[src/rtl/qbert_move_ctrl.sv]
// Q*bert jump initiator: turns one-shot direction requests into layer jump commands.
// Latency: ack/command one cycle after acceptance; requests seen while busy, paused or with the layer not IDLE are dropped.
module qbert_move_ctrl #(
    parameter int          N_CUBE  = 28,
    parameter logic [31:0] TIMEOUT = 32'd50_000_000
) (
    input  logic              clk,
    input  logic              reset,
    input  logic              e_start,
    input  logic              e_pause,
    input  logic              dir_valid,
    input  logic [2:0]        dir_req,
    input  logic [2:0]        state_qb,
    output logic              dir_ack,
    output logic [2:0]        e_jump_qb,
    output logic [N_CUBE-1:0] e_next_qb,
    output logic              e_bad_jump,
    output logic [N_CUBE-1:0] position_qb,
    output logic [N_CUBE-1:0] visited,
    output logic [4:0]        visited_cnt,
    output logic              level_done,
    output logic              busy,
    output logic              err_timeout
);
    localparam logic [2:0] LAYER_IDLE = 3'b010;
    localparam logic [N_CUBE-1:0] TOP = N_CUBE'(1);

    typedef enum logic [1:0] {IDLE, ISSUE, MOVING, COMMIT} state_t;

    state_t            state_q, state_d;
    logic [N_CUBE-1:0] pos_q, pos_d, vis_q, vis_d, next_q, next_d;
    logic [2:0]        r_q, r_d, k_q, k_d, nr_q, nr_d, nk_q, nk_d, jump_q, jump_d;
    logic [4:0]        cnt_q, cnt_d;
    logic [31:0]       tmo_q, tmo_d;
    logic              ack_q, ack_d, bad_q, bad_d, done_q, done_d, err_q, err_d;

    logic              legal, tgt_bad;
    logic [N_CUBE-1:0] tgt_pos;
    logic [2:0]        tgt_r, tgt_k;

    // Neighbour cube on the triangular pyramid is a fixed one-hot shift by row.
    always_comb begin
        legal   = 1'b1;
        tgt_pos = '0;
        tgt_bad = 1'b0;
        tgt_r   = r_q;
        tgt_k   = k_q;
        case (dir_req)
            3'b001: begin
                tgt_pos = pos_q << r_q;
                tgt_bad = (r_q == 3'd7);
                tgt_r   = r_q + 3'd1;
            end
            3'b010: begin
                tgt_pos = pos_q << ({1'b0, r_q} + 4'd1);
                tgt_bad = (r_q == 3'd7);
                tgt_r   = r_q + 3'd1;
                tgt_k   = k_q + 3'd1;
            end
            3'b011: begin
                tgt_pos = pos_q >> r_q;
                tgt_bad = (k_q == 3'd1);
                tgt_r   = r_q - 3'd1;
                tgt_k   = k_q - 3'd1;
            end
            3'b100: begin
                tgt_pos = pos_q >> (r_q - 3'd1);
                tgt_bad = (k_q == r_q);
                tgt_r   = r_q - 3'd1;
            end
            default: legal = 1'b0;
        endcase
    end

    always_comb begin
        state_d = state_q;
        pos_d   = pos_q;
        vis_d   = vis_q;
        next_d  = next_q;
        r_d     = r_q;
        k_d     = k_q;
        nr_d    = nr_q;
        nk_d    = nk_q;
        jump_d  = jump_q;
        cnt_d   = cnt_q;
        tmo_d   = tmo_q;
        ack_d   = 1'b0;
        bad_d   = bad_q;
        err_d   = err_q;
        case (state_q)
            IDLE: begin
                if (dir_valid && legal && !e_pause && state_qb == LAYER_IDLE) begin
                    ack_d   = 1'b1;
                    jump_d  = dir_req;
                    next_d  = tgt_bad ? '0 : tgt_pos;
                    bad_d   = tgt_bad;
                    nr_d    = tgt_r;
                    nk_d    = tgt_k;
                    tmo_d   = '0;
                    state_d = ISSUE;
                end
            end
            ISSUE: begin
                if (state_qb != LAYER_IDLE) begin
                    state_d = MOVING;
                end else if (tmo_q == TIMEOUT - 32'd1) begin
                    err_d   = 1'b1;
                    jump_d  = '0;
                    next_d  = '0;
                    bad_d   = 1'b0;
                    state_d = IDLE;
                end else begin
                    tmo_d = tmo_q + 32'd1;
                end
            end
            MOVING: begin
                if (state_qb == LAYER_IDLE) state_d = COMMIT;
            end
            COMMIT: begin
                if (bad_q) begin
                    pos_d = TOP;
                    r_d   = 3'd1;
                    k_d   = 3'd1;
                end else begin
                    pos_d = next_q;
                    r_d   = nr_q;
                    k_d   = nk_q;
                    vis_d = vis_q | next_q;
                    if ((vis_q & next_q) == '0) cnt_d = cnt_q + 5'd1;
                end
                jump_d  = '0;
                next_d  = '0;
                bad_d   = 1'b0;
                state_d = IDLE;
            end
            default: state_d = IDLE;
        endcase
        done_d = (vis_d == {N_CUBE{1'b1}});
        // Restart wins over any in-flight command.
        if (e_start) begin
            state_d = IDLE;
            pos_d   = TOP;
            vis_d   = TOP;
            next_d  = '0;
            r_d     = 3'd1;
            k_d     = 3'd1;
            jump_d  = '0;
            cnt_d   = 5'd1;
            tmo_d   = '0;
            ack_d   = 1'b0;
            bad_d   = 1'b0;
            done_d  = 1'b0;
            err_d   = 1'b0;
        end
    end

    always_ff @(posedge clk or negedge reset) begin
        if (!reset) begin
            state_q <= IDLE;
            pos_q   <= TOP;
            vis_q   <= TOP;
            next_q  <= '0;
            r_q     <= 3'd1;
            k_q     <= 3'd1;
            nr_q    <= 3'd1;
            nk_q    <= 3'd1;
            jump_q  <= '0;
            cnt_q   <= 5'd1;
            tmo_q   <= '0;
            ack_q   <= 1'b0;
            bad_q   <= 1'b0;
            done_q  <= 1'b0;
            err_q   <= 1'b0;
        end else begin
            state_q <= state_d;
            pos_q   <= pos_d;
            vis_q   <= vis_d;
            next_q  <= next_d;
            r_q     <= r_d;
            k_q     <= k_d;
            nr_q    <= nr_d;
            nk_q    <= nk_d;
            jump_q  <= jump_d;
            cnt_q   <= cnt_d;
            tmo_q   <= tmo_d;
            ack_q   <= ack_d;
            bad_q   <= bad_d;
            done_q  <= done_d;
            err_q   <= err_d;
        end
    end

    assign dir_ack     = ack_q;
    assign e_jump_qb   = jump_q;
    assign e_next_qb   = next_q;
    assign e_bad_jump  = bad_q;
    assign position_qb = pos_q;
    assign visited     = vis_q;
    assign visited_cnt = cnt_q;
    assign level_done  = done_q;
    assign busy        = (state_q != IDLE);
    assign err_timeout = err_q;
endmodule

[config.mk]
export PLATFORM = sky130hd
export DESIGN_NAME = qbert_move_ctrl
export DESIGN_NICKNAME = d
export VERILOG_FILES = /design/src/rtl/qbert_move_ctrl.sv
export SDC_FILE = /design/constraint.sdc
export NUM_CORES = 1
export LEC_CHECK = 0
export ABC_AREA = 1
export CAP_MARGIN = 20
export CORE_ASPECT_RATIO = 0.8
export CORE_MARGIN = 5
export CORE_UTILIZATION = 40
export CTS_CLUSTER_DIAMETER = 60
export DETAILED_ROUTE_END_ITERATION = 8
export GPL_TIMING_DRIVEN = 1
export PLACE_DENSITY_LB_ADDON = 0.25
export SYNTH_ARGS = -nofsm -noshare
export SYNTH_HDL_FRONTEND = slang
export SYNTH_SLANG_ARGS = --single-unit
export TNS_END_PERCENT = 100
[constraint.sdc]
create_clock -name clk -period 2.3 [get_ports clk]
set_input_delay 0.69 -clock clk [delete_from_list [all_inputs] [get_ports clk]]
set_output_delay 0.69 -clock clk [all_outputs]
set_load 0.02 [all_outputs]
-- Word level (Yosys, flattened, before mapping)
Cells that the tools add are included.
- output and inout bits: 97
- register bits after elaboration: 142
- word-level logic and storage cells: 128
- input port bits: 11
- muxes and demuxes: 56
- reduce and logical (&&, ||, !) cells: 22
- add/subtract/negate cells: 7
- shifts and indexed selects: 4
- bitwise operators: 2
- equal/unequal tests: 22
- operators by type and width (kind ; count):
    $mux 28 ; 11
    $mux 32 ; 4
    $pmux 28 s4 ; 1
    $pmux 28 s3 ; 1
    $pmux 32 s2 ; 1
    $shr 28x3->28 ; 2
    $add 32x1->32 const B ; 1
    $eq 32x26->1 const B ; 1
    $mux 3 ; 10
    $and 28x28->28 ; 1
    $eq 28x28->1 const B ; 1
    $logic_not 28->1 ; 1
    $or 28x28->28 ; 1
    $shl 28x3->28 ; 1
    $shl 28x4->28 ; 1
    $mux 5 ; 4
    $ne 3x3->1 const B ; 5
    $mux 1 ; 13
    $pmux 3 s2 ; 2
    $mux 2 ; 5
    $reduce_bool 2->1 ; 5
    $eq 3x2->1 const B ; 3
    $pmux 3 s3 ; 1
    $reduce_and 3->1 ; 3
    other kinds (23) ; 34

-- Longest topological paths before layout
Gate-level depths: netlist of run 1.
- depth after elaboration: 9
- mapped depth: 15
- gate-level depth less buffers: 14

-- Worst setup path after synthesis of run 1
Ideal clock, no wire load.
- path type: input to register
- from: input port dir_req[0]
- to: register tmo_q[26]
- buffers on the path: 2
- setup time: 0.126 ns
- path slack: 0.167 ns
- data required time: 2.174 ns
- stages on the path: 14
- arrival: 2.006 ns
- cells stage by stage: inv_2 > nand3_2 > nand2_1 > inv_2 > nand2_2 > nand2_2 > nand3_1 > o21ai_1 > inv_1 > nand2_1 > buf_4 > buf_4 > nand2_1 > o21ai_0
- longest elaborated chain between the ends: 8
- ends and longest elaborated chain (what ; line ; RTL):
    start: declaration ; 12 ; input logic [2:0] dir_req,
    $eq 3x2->1, or another cell as far along ; 48 ; case (dir_req)
    $reduce_or 4->1 (no source line) * ; n/a ;
    $mux 1 * ; 48 ;
    $logic_and 1x1->1 * (3 in series) ; 92 ; if (dir_valid && legal && !e_pause && state_qb == LAYER_IDLE) begin
    $ne 3x3->1 (no source line) * ; n/a ;
    $reduce_and 4->1 (no source line) * ; n/a ;
    end signal: assignment ; 185 ; tmo_q <= tmo_d;
    end: declaration ; 34 ; logic [31:0] tmo_q, tmo_d;
Every way passes the cells marked *; elsewhere a longest branch is shown, timed or not.
A chain may end at the register's enable or synchronous reset.

-- Worst setup path after layout of run 1
- from: register next_q[9] (netlist: e_next_qb[9])
- to: output port e_next_qb[9]
- RTL lines (what ; line ; RTL):
    start: declaration ; 31 ; logic [N_CUBE-1:0] pos_q, pos_d, vis_q, vis_d, next_q, next_d;
    start signal: assignment ; 178 ; next_q <= next_d;
    end: declaration ; 16 ; output logic [N_CUBE-1:0] e_next_qb,
No word-level cell between the ends.

==> results of run 1 <==
stage by stage:
stage,setup TNS [ns],total power [W],hold slack [ns]
3_5_place_dp,-33.25,0.004533,0.4535
2_1_floorplan,0,0.003743,0.3944
4_1_cts,-0.3593,0.007403,0.1812
3_3_place_gp,-29.62,0.004518,0.4525
6_report,0,0.007524,0.1719
5_1_grt,-0.01394,0.007846,0.1957
cell families (layout without fill, tap and decap cells):
| logic type | Yosys count | after routing |
|---|---|---|
| AO/OA/AOI/OAI | 178 | 178 |
| flip-flops | 142 | 142 |
| buffers and inverters | 184 | 390 |
| adder cells (fa/ha/maj) | 7 | 7 |
| AND/OR/NAND/NOR | 883 | 883 |
| XOR/XNOR | 23 | 23 |
worst reg2reg max path, stage by stage (launching register included):
cell      delay (ns)
dfstp_2         0.57
inv_2           0.05
ha_1            0.32
inv_2           0.11
o21ai_4         0.07
buf_12          0.15
inv_8           0.10
buf_4           0.19
nand3_1         0.13
nand3_1         0.10
nand2_1         0.05
nand3b_1        0.15
nand2_1         0.07
nand2_1         0.05
power by group through the flow:
| stage | registers, W | clock network (W) | logic, W |
|---|---|---|---|
| finish | 0.00272 | 0.00280 | 0.00201 |
| global route | 0.00272 | 0.00295 | 0.00217 |
| CTS | 0.00271 | 0.00283 | 0.00186 |
| detailed placement | 0.00276 | 0 | 0.00178 |
| global placement | 0.00276 | 0 | 0.00176 |
| floorplan | 0.00280 | 0 | 0.000942 |
cell usage in the layout, fill, tap and decap left out, types with 3 or more instances in the layout:
| cell | n |
|---|---|
| a21oi_1 | 44 |
| a221oi_1 | 3 |
| a22o_1 | 5 |
| buf_12 | 22 |
| buf_4 | 100 |
| buf_6 | 4 |
| clkbuf_16 | 20 |
| clkdlybuf4s50_1 | 93 |
| clkinvlp_4 | 3 |
| dfrtp_1 | 134 |
| dfstp_2 | 7 |
| dlygate4sd2_1 | 7 |
| dlymetal6s2s_1 | 4 |
| ha_1 | 7 |
| inv_1 | 107 |
| inv_2 | 10 |
| inv_6 | 6 |
| inv_8 | 3 |
| nand2_1 | 501 |
| nand2_2 | 6 |
| nand3_1 | 212 |
| nand3_2 | 6 |
| nand3_4 | 4 |
| nand3b_1 | 11 |
| nand4_1 | 21 |
| nor2_1 | 59 |
| nor2_2 | 5 |
| nor2_4 | 4 |
| nor3_1 | 36 |
| nor4_1 | 8 |
| o211ai_1 | 12 |
| o21ai_0 | 74 |
| o21ai_1 | 8 |
| o21ai_2 | 3 |
| o22ai_1 | 18 |
| o31ai_1 | 3 |
| xor2_1 | 21 |
worst max path at each step:
stage	cells after the start	startpoint	end	slack [ns]
2_1_floorplan	14	dir_req[0]	tmo_q[26]	0.17
3_3_place_gp	12	dir_req[1]	e_next_qb[18]	-0.52
3_5_place_dp	13	dir_req[1]	tmo_q[12]	-0.58
4_1_cts	15	state_qb[1]	e_next_qb[0]	-0.03
5_1_grt	12	r_q[0]	e_next_qb[18]	-0.01
6_report	1	e_next_qb[9]	e_next_qb[9]	0.04
timing repair:
action / CTS / global route
pin swaps: 4 / 15
cloned: 2 / 3
setup endpoints to repair: 66 / 69
buffers inserted: 2 / 7
gates resized for setup: 22 / 39
routing by layer:
layer  share of wire (%)  GRT usage [%]  up-vias
met5                   0              0        -
met2                  42          40.40      637
met1                  44          40.20     5022
met3                  11          6.188       69
met4                 2.7          7.539        0
li1                    -              -     5086
flip-flops by register name, summed over array words and instances (netlist names), 2 cells and up:
name	cells
tmo_q	32
e_next_qb	28
position_qb	28
visited	28
visited_cnt	5
e_jump_qb	3
k_q	3
nk_q	3
nr_q	3
r_q	3
state_q	2
cell type report:
type,instances,area [sq um],share of cell area [%]
inverters,121,466.7,3.676
clock buffers,17,425.4,3.351
clock inverters,15,150.1,1.183
multi-input cells,1091,5281,41.60
flip-flops and latches,142,3563,28.07
well taps,312,390.4,3.075
repair buffers,237,2419,19.05
==> results by group, run 1 <==
Final layout
  – Layout area overhead: 34.58%
  – FILL cells: 2201
  – # diodes: 0
  – Post-route core utilization: 54.41%
  – Non-filler instance count after layout: 1935
  – Final instance area: 0.01270 sq mm
  – Share of cells above drive strength 1: 13.86%
  – Final #Nets: 1628

Setup path
  – Critical R2R Launch: r_q[0]
  – Max incr delay on CP: 0.66 ns
  – CP cell instances: clkdlybuf4s50_1
  – Startpoint Class: register
  – Reg-to-Reg End: e_next_qb[9]
  – Crit path arrival time: 1.57 ns
  – Crit. End Element: output port
  – Buf/Inv on CP: 1
  – Worst Path Required: 1.61 ns
  – R2R setup slack: 0.08 ns
  – R2R cell count: 13
  – CP max stage cell: clkdlybuf4s50_1
  – Kind of critical path: reg -> out
  – Family with the most delay on the worst path: buffers and inverters
  – Worst-path fanout max: 4

STA
  – Final Hold Fails: 0
  – Fmax: 442.4 MHz
  – Clock Skew: 0.01206 ns
  – Final min period: 2.260 ns
  – # setup viols final: 0
  – Final setup margin: 0.03958 ns
  – Fin. max-slew vios: 0
  – Slew of the pin with the lowest slew margin: 0.7911 ns
  – Tcrit/Tclk final: 98.28%
  – Rel. slew slack: 47.26%

Synthesis
  – Area share of the leading cell type in the synthesized netlist: 35.81%
  – Synthesized instance count: 1417
  – Largest family of logic cells by synthesized area: simple AND/OR/NAND/NOR gates
  – Compound-gate portion of the synthesized area: 10.54%
  – Post-synth top cells: 507 x nand2_1, 219 x nand3_1, 135 x dfrtp_1
  – Top_reg_cell synth: dfrtp_1
  – Top-count cell post-synth: nand2_1
  – EDFF count, synth: 0
  – Mux cell area share after synthesis: 0%
  – Syn Std Cell Area: 0.009434 sq mm
  – Yosys warns: 0
  – Synth area leader: dfrtp_1
  – Asr flop ratio synth: 100.0%
  – Flops & latches, synth: 142
  – Post-synthesis cell type count: 41
  – Simple-gate share of the synthesized area: 40.73%
  – Sequential share of the synthesized area: 37.76%
  – Syn_area_per_cell: 6.658 sq um
  – XOR/XNOR Fraction of Synth Area: 2.135%
  – Synth area leaders: dfrtp_1 36%, nand2_1 20%, nand3_1 12%
  – Synth Net Count: 1435
  – Adder-Cell Fraction of Synth Area: 0.9284%

Power and ir drop
  – Max rail drop VDD: 0.5047 mV
  – Power Internal: 0.004902 W
  – P_leak: 5.846 nW
  – Power share of the combinational group: 26.7%
  – Clk pwr share: 37.2%
  – Total power per unit cell area: 592.6 mW/mm^2
  – Net switching power: 0.002621 W
  – Sequential power share: 36.1%
  – Sw Ratio: 34.84%

Global routing
  – Antenna violations before repair: 0
  – First-pass GRT wire length: 57.88 mm
  – Overflow after GRT: 0
  – Number of global-route vias before repair: 10230
  – Total GRT Usage: 27.34%
  – Largest net degree at the start of global routing: 73

Placed design
  – I/O Buffers: 107
  – Cell total after placement: 1889
  – GP Congestion: 1.017
  – Dpl ws: -0.5847 ns
  – DP HPWL: 27.81 mm
  – Cell Area, Placed: 0.01170 sq mm

Clocking
  – TritonCTS clock tree: built
  – Clk_lat worst skew: 0.43 ns
  – Bufs on Longest Clock Path: 2
  – Clock sink count: 142
  – Hold_buf cts: 0
  – Cts bufs inserted: 17
  – H-tree depth: 4
  – Worst-path clk slew: 0.07 ns
  – Clock Tree Root: clkbuf_16

Min path
  – Min-Delay Path Class: in -> async

Detailed routing
  – Avg WL per Cell: 19.35 um
  – Pre-Repair DR Iteration Count: 5
  – Drt total wl: 37.44 mm
  – Vias per inst: 5.589
  – Initial DRC Count: 1311
  – DRC: 0
  – Antenna Nets Post-Route: 0
  – Via count: 10814

Floorplan
  – Initial Util: 40.43%
  – Total core area: 0.02333 sq mm
  – Die area: 0.02678 sq mm
  – Rows: 50
  – Boundary pin count: 108
  – Die W: 181.7 um
  – Die Ht: 147.4 um

Run status
  – Status: completed

Run
  – Max-cap violations: 0
Note: power is estimated with default switching activity, not from simulation.
==> run 2: changes to the inputs <==
CORE_MARGIN = not set   (was 5)
==> results by group, run 2 (synthesized netlist as in run 1, its figures left out) <==
Clocking
  – Clock sink count: 142 (unchanged)
  – Worst-path clk slew: 0.07 ns (about the same)
  – TritonCTS clock tree: built (unchanged)
  – H-tree depth: 4 (unchanged)
  – Cts bufs inserted: 17 (unchanged)
  – Bufs on Longest Clock Path: 2 (unchanged)
  – Hold_buf cts: 0 (unchanged)
  – Clk_lat worst skew: 0.43 ns (about the same)
  – Clock Tree Root: clkbuf_16 (unchanged)

Floorplan
  – Rows: 49 (was 50)
  – Total core area: 0.02281 sq mm (was 0.02333 sq mm)
  – Die W: 173.7 um (was 181.7 um)
  – Boundary pin count: 108 (unchanged)
  – Die Ht: 139.4 um (was 147.4 um)
  – Initial Util: 41.36% (was 40.43%)
  – Die area: 0.02421 sq mm (was 0.02678 sq mm)

Min path
  – Min-Delay Path Class: in -> async (unchanged)

Final layout
  – Final #Nets: 1619 (was 1628)
  – Commonest non-fill, non-tap cell in the layout: nand2_1 (unchanged)
  – Final instance area: 0.01257 sq mm (was 0.01270 sq mm)
  – Most frequent cells in the layout: 499 x nand2_1, 213 x nand3_1, 132 x dfrtp_1, 107 x inv_1, 98 x buf_4 (was 501 x nand2_1, 212 x nand3_1, 134 x dfrtp_1, 107 x inv_1, 100 x buf_4)
  – # diodes: 0 (unchanged)
  – Share of cells above drive strength 1: 13.38% (was 13.86%)
  – Non-filler instance count after layout: 1920 (was 1935)
  – Post-route core utilization: 55.13% (was 54.41%)
  – Largest Register: tmo_q (unchanged)
  – FILL cells: 2238 (was 2201)
  – Layout area overhead: 33.28% (was 34.58%)
  – Max FFs per register: 32 (unchanged)

Detailed routing
  – DRC: 0 (unchanged)
  – Antenna Nets Post-Route: 0 (unchanged)
  – Initial DRC Count: 1228 (was 1311)
  – Drt total wl: 35.74 mm (was 37.44 mm)
  – Pre-Repair DR Iteration Count: 6 (was 5)
  – Avg WL per Cell: 18.62 um (was 19.35 um)
  – Vias per inst: 5.552 (was 5.589)
  – Via count: 10659 (was 10814)

Setup path
  – Startpoint Class: register (unchanged)
  – Crit path arrival time: 1.55 ns (was 1.57 ns)
  – Worst-path fanout max: 2 (was 4)
  – CP max stage cell: clkdlybuf4s50_1 (unchanged)
  – Max incr delay on CP: 0.60 ns (was 0.66 ns)
  – CP startpoint: position_qb[0] (was e_next_qb[9])
  – Crit. End Element: output port (unchanged)
  – Critical R2R Launch: tmo_q[1] (was r_q[0])
  – Buf/Inv on CP: 1 (unchanged)
  – CP cell instances: clkdlybuf4s50_1 (unchanged)
  – Kind of critical path: reg -> out (unchanged)
  – Worst Path Required: 1.61 ns (about the same)
  – Family with the most delay on the worst path: buffers and inverters (unchanged)

Placed design
  – Dpl ws: -0.6116 ns (was -0.5847 ns)
  – GP Congestion: 0.9635 (was 1.017)
  – DP HPWL: 26.68 mm (was 27.81 mm)
  – Cell Area, Placed: 0.01161 sq mm (was 0.01170 sq mm)
  – Cell total after placement: 1878 (was 1889)
  – I/O Buffers: 107 (unchanged)

Global routing
  – Largest net degree at the start of global routing: 73 (unchanged)
  – Total GRT Usage: 29.29% (was 27.34%)
  – First-pass GRT wire length: 54.88 mm (was 57.88 mm)
  – Overflow after GRT: 0 (unchanged)
  – Number of global-route vias before repair: 9953 (was 10230)
  – Antenna violations before repair: 0 (unchanged)

Power and ir drop
  – Max rail drop VDD: 0.4704 mV (was 0.5047 mV)
  – P_leak: 5.763 nW (was 5.846 nW)
  – Total power: 0.007573 W (was 0.007524 W)
  – Total power per unit cell area: 602.3 mW/mm^2 (was 592.6 mW/mm^2)

STA
  – Final setup margin: 0.06125 ns (was 0.03958 ns)
  – # setup viols final: 0 (unchanged)
  – Fin. max-slew vios: 0 (unchanged)
  – Rel. slew slack: 45.07% (was 47.26%)
  – Tcrit/Tclk final: 97.34% (was 98.28%)
  – Final Hold Fails: 0 (unchanged)
  – Slew of the pin with the lowest slew margin: 0.8239 ns (was 0.7911 ns)
  – Clock Skew: 0.01315 ns (was 0.01206 ns)
  – Final min period: 2.239 ns (was 2.260 ns)
  – Fmax: 446.7 MHz (was 442.4 MHz)

Run
  – Max-cap violations: 0 (unchanged)

Run status
  – Status: completed (unchanged)
==> run 2: timing repair <==
action                     CTS  global route
setup endpoints to repair   65            70
pin swaps                    0            10
gates resized for setup     12            44
cloned                       0             6
buffers inserted             0             4
==> run 2: path summary, 6_finish.rpt <==
check	depth (start not counted)	end	slack [ns]
worst min register to register	2	nr_q[0]	0.47
worst max register to register	12	e_next_qb[16]	0.10
worst max-delay path	1	position_qb[0]	0.06
worst min-delay path	1	position_qb[21]	0.18
max in group asynchronous	2	nr_q[0]	1.47
min in group clk	2	nr_q[0]	0.47
==> run 2: area by class of cell <==
cell class | count | area (sq um) | area share [%]
Sequential cell | 142 | 3566 | 28.36
Inverter | 121 | 485.5 | 3.861
Tap cell | 306 | 382.9 | 3.045
Clock inverter | 15 | 187.7 | 1.493
Timing Repair Buffer | 228 | 2262 | 17.99
Multi-Input combinational cell | 1091 | 5264 | 41.86
Clock buffer | 17 | 425.4 | 3.383
==> run 2: worst reg2reg max path: cells and delay by family, from the launching register on <==
family                     cells  cell delay (ns)
and+or+nand+nor               10             1.29
buffers and inverters          1             0.20
adders and majority gates      1             0.25
DFF                            1             0.39
==> run 2: report_power, final <==
group / internal (W) / total (W) / switching, W
clock network: 0.00165 / 0.00290 / 0.00125
logic: 0.000762 / 0.00196 / 0.00119
registers: 0.00261 / 0.00271 / 0.000107
==> run 2: metal layers <==
layer  up-vias  global-route usage [%]  share of wire (%)
met5         -                       0                  0
met1      5011                   42.28                 45
li1       5070                       -                  -
met2       520                   43.63                 43
met4         0                   10.85                2.9
met3        58                   5.246                8.5
==> run 2: metrics by stage <==
stage | hold slack [ns] | setup TNS (ns)
finish | 0.1803 | 0
global route | 0.2324 | -0.3798
CTS | 0.2170 | 0
detailed placement | 0.4600 | -34.75
global placement | 0.4541 | -32.06
floorplan | 0.3944 | 0
